$ cat src/rtl/solomon_rom_pkg.sv
// ROM map shared by the download sequencer and its region decoder.
package solomon_rom_pkg;

   localparam int unsigned NREG    = 5;
   localparam int unsigned ADDR_W  = 25;
   localparam int unsigned OFF_W   = 16;
   localparam int unsigned DATA_W  = 8;
   localparam int unsigned CKSUM_W = 16;

   // Region index naming; index i selects REG_BASE[i]/REG_END[i] and WR_SEL[i].
   typedef enum logic [2:0] {
      REG_MAIN = 3'd0,
      REG_SND  = 3'd1,
      REG_FG   = 3'd2,
      REG_BG   = 3'd3,
      REG_SPR  = 3'd4
   } region_e;

   // Byte address table, end exclusive; element 0 is the rightmost entry.
   localparam logic [NREG-1:0][ADDR_W-1:0] REG_BASE = {
      25'h20000, 25'h18000, 25'h10000, 25'h0C000, 25'h00000
   };
   localparam logic [NREG-1:0][ADDR_W-1:0] REG_END = {
      25'h30000, 25'h20000, 25'h18000, 25'h10000, 25'h0C000
   };

   localparam logic [ADDR_W-1:0] ROM_MAP_END = 25'h30000;

   // Decoder result for one stream address.
   typedef struct packed {
      logic             hit;
      logic [NREG-1:0]  sel;
      logic [OFF_W-1:0] off;
   } dec_t;

endpackage

$ cat src/rtl/rom_region_dec.sv
// Combinational region decoder: stream address -> {hit, one-hot select, region offset}.
module rom_region_dec
   import solomon_rom_pkg::*;
(
   input  logic [ADDR_W-1:0] addr,
   output dec_t              dec_c
);

   logic [NREG-1:0][ADDR_W-1:0] rel_c;
   logic [NREG-1:0]             sel_c;
   logic [OFF_W-1:0]            off_c;

   // One range check per region; below-base addresses wrap to large values and fail.
   for (genvar gi = 0; gi < NREG; gi++) begin : g_reg
      assign rel_c[gi] = addr - REG_BASE[gi];
      assign sel_c[gi] = rel_c[gi] < ADDR_W'(REG_END[gi] - REG_BASE[gi]);
   end

   // Pick the offset of the (single) matching region.
   always_comb begin
      off_c = '0;
      for (int i = 0; i < NREG; i++) begin
         if (sel_c[i]) off_c = rel_c[i][OFF_W-1:0];
      end
   end

   // Pack the decode result.
   always_comb begin
      dec_c     = '0;
      dec_c.hit = |sel_c;
      dec_c.sel = sel_c;
      dec_c.off = off_c;
   end

endmodule

$ cat src/rtl/rom_load_sched.sv
// ROM download sequencer: region writes, core reset hold, completion/error/checksum.
module rom_load_sched #(
   parameter int unsigned HOLD_CYC = 1024,
   parameter int unsigned NREG     = solomon_rom_pkg::NREG
) (
   input  logic            MCLK,
   input  logic            RESET,
   input  logic            DL,
   input  logic [24:0]     ROMAD,
   input  logic [7:0]      ROMDT,
   input  logic            ROMEN,
   output logic [NREG-1:0] WR_SEL,
   output logic [15:0]     WR_AD,
   output logic [7:0]      WR_DT,
   output logic            CORE_RST,
   output logic            DONE,
   output logic            ERR,
   output logic [15:0]     CKSUM
);

   localparam int unsigned      CNT_W    = (HOLD_CYC > 1) ? $clog2(HOLD_CYC) : 1;
   localparam logic [CNT_W-1:0] CNT_LAST = CNT_W'(HOLD_CYC - 1);

   localparam logic [1:0] ST_IDLE = 2'd0;
   localparam logic [1:0] ST_LOAD = 2'd1;
   localparam logic [1:0] ST_HOLD = 2'd2;
   localparam logic [1:0] ST_RUN  = 2'd3;

   logic [1:0]       state_q;
   logic [1:0]       state_d;
   logic             dl_q;
   logic [CNT_W-1:0] cnt_q;
   logic [24:0]      last_q;

   logic             dl_rise_c;
   logic             dl_fall_c;
   logic             sess_start_c;
   logic             wr_en_c;
   logic             non_asc_c;

   solomon_rom_pkg::dec_t dec_c;

   rom_region_dec u_dec (
      .addr  (ROMAD),
      .dec_c (dec_c)
   );

   assign dl_rise_c    = DL & ~dl_q;
   assign dl_fall_c    = ~DL & dl_q;
   assign sess_start_c = dl_rise_c & (state_q != ST_LOAD);
   assign wr_en_c      = ROMEN & (state_q == ST_LOAD);
   assign non_asc_c    = (last_q != '1) & (ROMAD <= last_q);

   // State and DL edge-detect registers.
   always_ff @(posedge MCLK or posedge RESET) begin
      if (RESET) begin
         state_q <= ST_IDLE;
         dl_q    <= 1'b0;
      end else begin
         state_q <= state_d;
         dl_q    <= DL;
      end
   end

   // Next-state logic; a new session always wins over the hold timeout.
   always_comb begin
      state_d = state_q;
      case (state_q)
         ST_IDLE: if (dl_rise_c) state_d = ST_LOAD;
         ST_LOAD: if (dl_fall_c) state_d = ST_HOLD;
         ST_HOLD: begin
            if (dl_rise_c)               state_d = ST_LOAD;
            else if (cnt_q == CNT_LAST)  state_d = ST_RUN;
         end
         ST_RUN:  if (dl_rise_c) state_d = ST_LOAD;
         default: state_d = ST_IDLE;
      endcase
   end

   // Settle counter, only runs while holding.
   always_ff @(posedge MCLK or posedge RESET) begin
      if (RESET) begin
         cnt_q <= '0;
      end else if ((state_q != ST_HOLD) || dl_rise_c) begin
         cnt_q <= '0;
      end else if (cnt_q != CNT_LAST) begin
         cnt_q <= cnt_q + CNT_W'(1);
      end
   end

   // Write strobes, session bookkeeping and status outputs.
   always_ff @(posedge MCLK or posedge RESET) begin
      if (RESET) begin
         WR_SEL   <= '0;
         WR_AD    <= '0;
         WR_DT    <= '0;
         CKSUM    <= '0;
         ERR      <= 1'b0;
         DONE     <= 1'b0;
         CORE_RST <= 1'b1;
         last_q   <= '1;
      end else begin
         WR_SEL <= '0;
         if (sess_start_c) begin
            CKSUM  <= '0;
            ERR    <= 1'b0;
            last_q <= '1;
         end else if (wr_en_c) begin
            last_q <= ROMAD;
            if (dec_c.hit) begin
               WR_SEL <= NREG'(dec_c.sel);
               WR_AD  <= dec_c.off;
               WR_DT  <= ROMDT;
               CKSUM  <= CKSUM + 16'(ROMDT);
            end
            if (!dec_c.hit || non_asc_c) ERR <= 1'b1;
         end
         CORE_RST <= ~((state_q == ST_RUN) & ~dl_rise_c);
         DONE     <= (state_q == ST_RUN) & ~dl_rise_c & ~ERR;
      end
   end

endmodule

$ cat config.mk
export PLATFORM = sky130hd
export DESIGN_NAME = rom_load_sched
export DESIGN_NICKNAME = d
export VERILOG_FILES = /design/src/rtl/solomon_rom_pkg.sv /design/src/rtl/rom_region_dec.sv /design/src/rtl/rom_load_sched.sv
export SDC_FILE = /design/constraint.sdc
export NUM_CORES = 1
export LEC_CHECK = 0
export CORE_UTILIZATION = 30
export DETAILED_ROUTE_END_ITERATION = 7
export SLEW_MARGIN = 20
export SYNTH_ARGS = -nofsm -noshare
export SYNTH_HDL_FRONTEND = slang
export SYNTH_SLANG_ARGS = --single-unit
$ cat constraint.sdc
create_clock -name MCLK -period 2.3 [get_ports MCLK]
set_input_delay 0.345 -clock MCLK [delete_from_list [all_inputs] [get_ports MCLK]]
set_output_delay 0.345 -clock MCLK [all_outputs]
set_load 0.03 [all_outputs]
==> results of run 1 <==
-- path summary, 6_finish.rpt --
check	to	slack, ps	depth (start not counted)
setup reg to reg	ERR	130	8
setup / recovery	CKSUM[0]	60	10
max in group asynchronous	last_q[5]	1440	3
hold / removal	WR_SEL[4]	450	3
hold reg to reg	WR_DT[4]	470	2
min in group MCLK	WR_DT[4]	470	2
-- cell usage after synthesis, drive strengths merged (3+ instances only) --
| cell type | instances | share of area [%] |
|---|---|---|
| nand2 | 94 | 7.3 |
| dfrtp | 60 | 31 |
| and3 | 3 | 0.39 |
| nor4 | 4 | 0.51 |
| a21o | 3 | 0.46 |
| nand4 | 18 | 2.3 |
| nor3 | 13 | 1.3 |
| a211oi | 3 | 0.46 |
| and2 | 3 | 0.39 |
| xor2 | 14 | 2.5 |
| xnor2 | 3 | 0.54 |
| o31ai | 5 | 0.77 |
| ha | 41 | 11 |
| inv | 39 | 3.0 |
| nand2b | 6 | 0.77 |
| o211ai | 3 | 0.46 |
| o21a | 4 | 0.62 |
| a31oi | 25 | 3.2 |
| dfstp | 26 | 14 |
| clkbuf | 11 | 0.87 |
| o21ai | 26 | 2.7 |
| nor2 | 51 | 3.9 |
| a21oi | 15 | 1.5 |
| nor2b | 10 | 1.3 |
| buf | 9 | 1.2 |
| nand3 | 16 | 1.6 |
-- cells by family after synthesis --
logic type	synth area share, %
AOI/OAI and AO/OA	13.9
and+or+nand+nor	21.6
muxes	0.412
xor gates and xnor gates	3.06
buffers and inverters	5.12
DFF	44.9
adders and majority gates	11.0
-- flip-flops by register name, indices dropped and copies added, names as in the netlist --
register,flops
dl_q,1
CORE_RST,1
WR_SEL,5
state_q,2
WR_AD,16
WR_DT,8
last_q,25
CKSUM,16
DONE,1
cnt_q,10
ERR,1
-- final cells by class --
class	instances	area, um^2
multi-input combinational	391	2550
fill	1502	8940
sequential	86	2180
clock inverter	3	68.8
inverter	39	150
clock buffer	13	250
timing repair buffer	148	1410
tap	216	270
-- per-stage QoR --
stage / util, % / instance area (um^2) / total power [mW]
final: 43.5 / 6880 / 5.39
after global routing: 43.5 / 6880 / 5.75
after detailed placement: 40.3 / 6370 / 3.79
after floorplan: - / 4890 / 3.15
after global placement: 40.3 / 6370 / 3.73
after CTS: 43.0 / 6800 / 5.40
-- critical path, stage by stage --
cell                            delay, ps
sky130_fd_sc_hd__dlygate4sd2_1        250
sky130_fd_sc_hd__a2111o_1             500
sky130_fd_sc_hd__a2111oi_4            400
sky130_fd_sc_hd__o311ai_2             150
sky130_fd_sc_hd__o22ai_4              260
sky130_fd_sc_hd__nand2_4              140
sky130_fd_sc_hd__buf_6                160
sky130_fd_sc_hd__buf_16               130
sky130_fd_sc_hd__nand3_1               70
sky130_fd_sc_hd__nand2_1               60
-- timing repair --
item,CTS,global route
endpoints found under the setup margin,41,36
pin swaps,6,9
buffers inserted,2,1
cloned,2,0
gates resized for setup,22,16
-- layer usage --
| metal | share of wire (%) | vias up | global-route usage (%) | routed length (um) |
|---|---|---|---|---|
| li1 | - | 2152 | - | - |
| met1 | 47 | 2117 | 22.9 | 6390 |
| met2 | 48 | 79 | 28.5 | 6530 |
| met3 | 4.3 | 15 | 3.80 | 585 |
| met4 | 1.4 | 0 | 5.19 | 187 |
| met5 | 0 | - | 0 | 0 |
-- power groups by stage --
stage | combinational, mW | sequential [mW] | clock, mW
2_1_floorplan | 0.977 | 2.17 | 0
3_3_place_gp | 1.61 | 2.13 | 0
3_5_place_dp | 1.66 | 2.13 | 0
4_1_cts | 1.68 | 2.11 | 1.61
5_1_grt | 1.91 | 2.15 | 1.69
6_report | 1.68 | 2.11 | 1.60
==> metrics.md, run 1 <==
| Metric | Value |
|---|---|
| Status | completed |
| I/O Buffers | 84 |
| Required time reported for the critical path endpoint | 2540 ps |
| Post-synthesis area per instance | 9.07 um^2 |
| Yosys warns | 0 |
| Layout cell share with drive strength beyond 1 | 19.4% |
| Hold buffers post-CTS | 0 |
| Overall track demand over capacity in global routing | 17.4% |
| Detail Placement HPWL | 9950 um |
| Worst Setup Start Kind | input port |
| Total Neg Setup Slack | 0 ps |
| DRT Wirelength | 13,700 um |
| Pin count of the biggest net entering global routing | 87 |
| Critical path startpoint | ROMAD[18] |
| Inst Count DP | 875 |
| WHS | 454 ps |
| Initial Utilization | 30.7% |
| Number of nets in the finished design | 754 |
| Switching part of the total power | 33.0% |
| Overall die width | 129 um |
| Critical R2R Launch | last_q[22] |
| Switching power total | 1.78 mW |
| Commonest register cell after synthesis | sky130_fd_sc_hd__dfrtp_1 |
| Synthesized cell area | 0.00486 mm^2 |
| Gpl congestion | 0.820 |
| Area growth syn-to-layout | 41.5% |
| Unrepaired setup endpoints after global routing | true |
| Maximum clock frequency | 0.446 GHz |
| Setup-failing EPs final | 0 |
| Number of flops mapped to enable cells by yosys | 0 |
| Vias per cell | 4.87 |
| Remaining routing DRC violations | 0 |
| Number of distinct library cells after synthesis | 54 |
| Length of the first detailed-routing pass in iterations | 4 |
| Leak Pwr | 3.21 nW |
| Class of the most critical hold timing path | in2async |
| Fraction of power consumed by sequential logic | 39.1% |
| Diode insertion count for antenna repair | 0 |
| # IOs | 85 |
| Site Rows | 46 |
| Area enclosed by the die boundary | 0.0167 mm^2 |
| Number of global-route vias before repair | 4,381 |
| CTS Buf Count | 9 |
| Type of element capturing the critical path | flop |
| Cell at the root of the clock tree | sky130_fd_sc_hd__clkbuf_16 |
| Worst-path maximum fanout | 11 |
| Instance count of the mapped netlist | 536 |
| Time the worst path needs with I/O delays and setup | 2240 ps |
| TritonCTS clock tree | yes |
| Worst clock skew | 10.9 ps |
| Total via count after detailed routing | 4,363 |
| Proportion of synthesized flip-flops having asynchronous set or reset | 100% |
| Peak ir drop on the vdd network | 475 uV |
| Number of antenna violations at the first check in global routing | 0 |
| Final Hold Viols | 0 |
| Post-route antenna net violation count | 0 |
| Part of the cycle the worst path needs | 97.5% |
| Synthesized netlist net count | 615 |
| Global-route wire length before repair | 22,300 um |
| Die Y-Extent | 129 um |
| Worst path arrival time | 2480 ps |
| Total global routing overflow | 0 |
| Class of the most critical setup path | in2reg |
| Number of slew-limit violations in the final report | 0 |
| Count of max-cap constraint violations | 0 |
| Clock-pin slew on the worst setup and hold paths | 60 ps |
| Buffer levels on the longest clock path | 2 |
| Core outline area | 0.0158 mm^2 |
| Combinational power share | 31.2% |
| Clock Sinks | 86 |
| Most common cell after layout, fill and taps aside | sky130_fd_sc_hd__nand2_1 |
| Internal power consumption | 3.61 mW |
| H-tree depth | 3 |
| Pwr per Cell Area | 783 mW/mm^2 |
| Tightest Pin Transition | 484 ps |
| Setup slack after placement | -530 ps |
| Total of flip-flops plus latches after synthesis | 86 |
| Worst Setup Slack, final | 58.5 ps |
| Share of power burned in the clock network | 29.7% |
| Number of standard cells in the final layout excluding fillers | 896 |
| Max-slew headroom at the worst pin | 67.7% |
| Source-to-sink clock delay at the later pin of the worst-skew pair | 360 ps |
| Starting DRC count in detailed routing | 247 |
| Share of the yosys chip area belonging to registers | 44.9% |
| Commonest non-fill, non-tap cells in the layout | 92 x sky130_fd_sc_hd__nand2_1, 76 x sky130_fd_sc_hd__clkdlybuf4s50_1, 60 x sky130_fd_sc_hd__dfrtp_1, 56 x sky130_fd_sc_hd__buf_4, 51 x sky130_fd_sc_hd__nor2_1 |
| Wire per inst | 15.3 um |
Note: power is estimated with default switching activity, not from simulation.
==> inputs of run 2 (changes only) <==
--- a/config.mk
+++ b/config.mk
@@ -7,7 +7,6 @@
 export LEC_CHECK = 0
 export CORE_UTILIZATION = 30
 export DETAILED_ROUTE_END_ITERATION = 7
-export SLEW_MARGIN = 20
 export SYNTH_ARGS = -nofsm -noshare
 export SYNTH_HDL_FRONTEND = slang
 export SYNTH_SLANG_ARGS = --single-unit
==> results of run 2 <==
Same layout as run 1: the final DEF is identical, and so are final timing and power.
==> inputs of run 3 (changes only) <==
--- a/config.mk
+++ b/config.mk
@@ -5,8 +5,9 @@
 export SDC_FILE = /design/constraint.sdc
 export NUM_CORES = 1
 export LEC_CHECK = 0
-export CORE_UTILIZATION = 30
+export CORE_UTILIZATION = 45
 export DETAILED_ROUTE_END_ITERATION = 7
+export PLACE_DENSITY = 0.72
 export SYNTH_ARGS = -nofsm -noshare
 export SYNTH_HDL_FRONTEND = slang
 export SYNTH_SLANG_ARGS = --single-unit
==> run 3 against run 2 <==
Combinational power barely moved. Clock skew down 1.4 ps. Setup slack lost 8.6 ps. Clock power decreased by 33%. Largest cell class unchanged. Largest power group unchanged. Highest routed layer unchanged.
==> metrics.md, run 3 (synthesis gave the netlist of run 1 again) <==
| Metric | Value |
|---|---|
| Status | completed |
| Global-route wire length before repair | 20,800 um |
| Combinational power share | 34.8% |
| Hold buffers post-CTS | 0 |
| Initial Utilization | 46.7% |
| Cell at the root of the clock tree | sky130_fd_sc_hd__clkbuf_8 |
| Largest register FFs | 25 |
| Number of nets in the finished design | 759 |
| Core outline area | 0.0104 mm^2 |
| Number of global-route vias before repair | 4,436 |
| Maximum clock frequency | 0.444 GHz |
| Detail Placement HPWL | 9520 um |
| CTS Buf Count | 9 |
| Area growth syn-to-layout | 38.5% |
| Die Y-Extent | 106 um |
| Worst Setup Start Kind | input port |
| Critical-path cell list | clkdlybuf4s15_1 > a2111o_1 > buf_4 > o31ai_4 > o311ai_4 > o22ai_4 > nand2_4 > buf_12 > buf_4 > nand2_1 > nand2_1 |
| Peak ir drop on the vdd network | 364 uV |
| Utilization after layout | 64.7% |
| Area enclosed by the die boundary | 0.0112 mm^2 |
| Internal power consumption | 3.16 mW |
| Register with the most flip-flops | last_q |
| Clock Sinks | 86 |
| Switching power total | 1.72 mW |
| Source-to-sink clock delay at the later pin of the worst-skew pair | 360 ps |
| Starting DRC count in detailed routing | 152 |
| Count of max-cap constraint violations | 0 |
| Critical Path Max Stage Delay | 530 ps |
| Wire per inst | 15.9 um |
| Part of the cycle the worst path needs | 97.8% |
| Worst-path maximum fanout | 6 |
| Switching part of the total power | 35.3% |
| Count of filler cells inserted in the layout | 849 |
| Overall track demand over capacity in global routing | 23.3% |
| Worst path bufs/invs | 4 |
| Total global routing overflow | 0 |
| Number of slew-limit violations in the final report | 0 |
| Worst clock skew | 9.56 ps |
| Max-slew headroom at the worst pin | 60.9% |
| H-tree depth | 3 |
| Overall die width | 106 um |
| Commonest non-fill, non-tap cells in the layout | 92 x sky130_fd_sc_hd__nand2_1, 76 x sky130_fd_sc_hd__clkdlybuf4s50_1, 63 x sky130_fd_sc_hd__buf_4, 60 x sky130_fd_sc_hd__dfrtp_1, 51 x sky130_fd_sc_hd__nor2_1 |
| Post-route antenna net violation count | 0 |
| Tightest Pin Transition | 586 ps |
| Total via count after detailed routing | 4,495 |
| Most common cell after layout, fill and taps aside | sky130_fd_sc_hd__nand2_1 |
| Length of the first detailed-routing pass in iterations | 4 |
| Vias per cell | 5.48 |
| Class of the most critical hold timing path | in2async |
| Gpl congestion | 0.882 |
| Worst path arrival time | 2490 ps |
| Cell type group with the largest total delay on the critical path | compound AO/OA/AOI/OAI gates |
| Setup slack of the worst register-to-register path | 100 ps |
| Final Hold Viols | 0 |
| Required time reported for the critical path endpoint | 2540 ps |
| Site Rows | 37 |
| Diode insertion count for antenna repair | 0 |
| Layout cell share with drive strength beyond 1 | 20.4% |
| Top Registers | last_q (25), CKSUM (16), WR_AD (16) |
| Leak Pwr | 3.22 nW |
| # IOs | 85 |
| Worst path slowest cell | sky130_fd_sc_hd__a2111o_1 |
| Number of antenna violations at the first check in global routing | 0 |
| Buffer levels on the longest clock path | 2 |
| Remaining routing DRC violations | 0 |
| Share of power burned in the clock network | 21.9% |
| TritonCTS clock tree | yes |
| Time the worst path needs with I/O delays and setup | 2250 ps |
| Fraction of power consumed by sequential logic | 43.3% |
| Type of element capturing the critical path | flop |
| Pwr per Cell Area | 724 mW/mm^2 |
| Pin count of the biggest net entering global routing | 34 |
| Class of the most critical setup path | in2reg |
| Setup-failing EPs final | 0 |
| DRT Wirelength | 13,000 um |
| I/O Buffers | 84 |
| Clock-pin slew on the worst setup and hold paths | 80 ps |
| Total power of the final layout | 4.88 mW |
[run 3: cell count changes in the layout (fill, tap and decap cells not counted), sizes merged]
cell	before	now
dlymetal6s2s	1	5
dlygate4sd2	6	1
clkdlybuf4s15	1	2
clkinv	1	4
buf	64	67
bufinv	2	1
[run 3: final timing paths]
path,from,end,depth (start not counted)
worst max-delay path,ROMAD[15],WR_DT[2],11
worst min-delay path,RESET,WR_SEL[3],2
worst max register to register,last_q[18],ERR,10
worst min register to register,WR_AD[1],WR_AD[1],2
max in group asynchronous,RESET,last_q[4],3
min in group MCLK,ROMAD[21],last_q[21],4
[run 3: layer usage]
layer	wire, um	up-vias	global-route usage (%)
met3	583	21	2.94
li1	-	2147	-
met2	6630	119	40.7
met4	211	0	7.14
met5	0	-	0
met1	5590	2208	30.2
[run 3: through the flow]
| stage | setup WS [ps] | hold slack [ps] | instances | TNS [ps] | instance area [um^2] |
|---|---|---|---|---|---|
| detailed placement | -532 | 469 | 798 | -19380 | 6300 |
| global placement | -459 | 459 | 798 | -16970 | 6300 |
| CTS | 5.07 | 412 | 814 | 0 | 6530 |
| finish | 49.9 | 401 | 821 | 0 | 6740 |
| floorplan | 9.00 | 376 | 536 | 0 | 4890 |
| global route | -25.7 | 439 | 821 | -69.4 | 6740 |
[run 3: layout make-up]
type / count / area, um^2 / area share, %
clock inverter: 5 / 50.0 / 0.743
clock buffer: 11 / 141 / 2.10
inverter: 39 / 150 / 2.23
multi-input combinational: 391 / 2590 / 38.5
sequential: 86 / 2180 / 32.4
timing repair buffer: 153 / 1450 / 21.5
tap: 136 / 170 / 2.53
[run 3: power by group through the flow]
stage | combinational, mW | sequential, mW | clock, mW
2_1_floorplan | 0.977 | 2.17 | 0
4_1_cts | 1.66 | 2.11 | 1.08
3_5_place_dp | 1.64 | 2.13 | 0
6_report | 1.70 | 2.11 | 1.07
5_1_grt | 1.90 | 2.14 | 1.14
3_3_place_gp | 1.59 | 2.12 | 0
[run 3: timing repair]
action                     CTS  global route
buffers inserted             0             5
gates cloned                 0             2
setup endpoints to repair   41            39
pin swaps                    6            14
gates resized for setup     13            28
[run 3: worst reg2reg max path, stage by stage, from the launching register on]
cell and delay (ps):
sky130_fd_sc_hd__dfstp_2 540, sky130_fd_sc_hd__inv_1 50, sky130_fd_sc_hd__ha_1 280, sky130_fd_sc_hd__buf_4 130
sky130_fd_sc_hd__a21o_1 160, sky130_fd_sc_hd__a21o_1 160, sky130_fd_sc_hd__a21oi_1 160, sky130_fd_sc_hd__nor2_1 60
sky130_fd_sc_hd__nor3_1 210, sky130_fd_sc_hd__o221ai_1 170, sky130_fd_sc_hd__a31oi_1 200
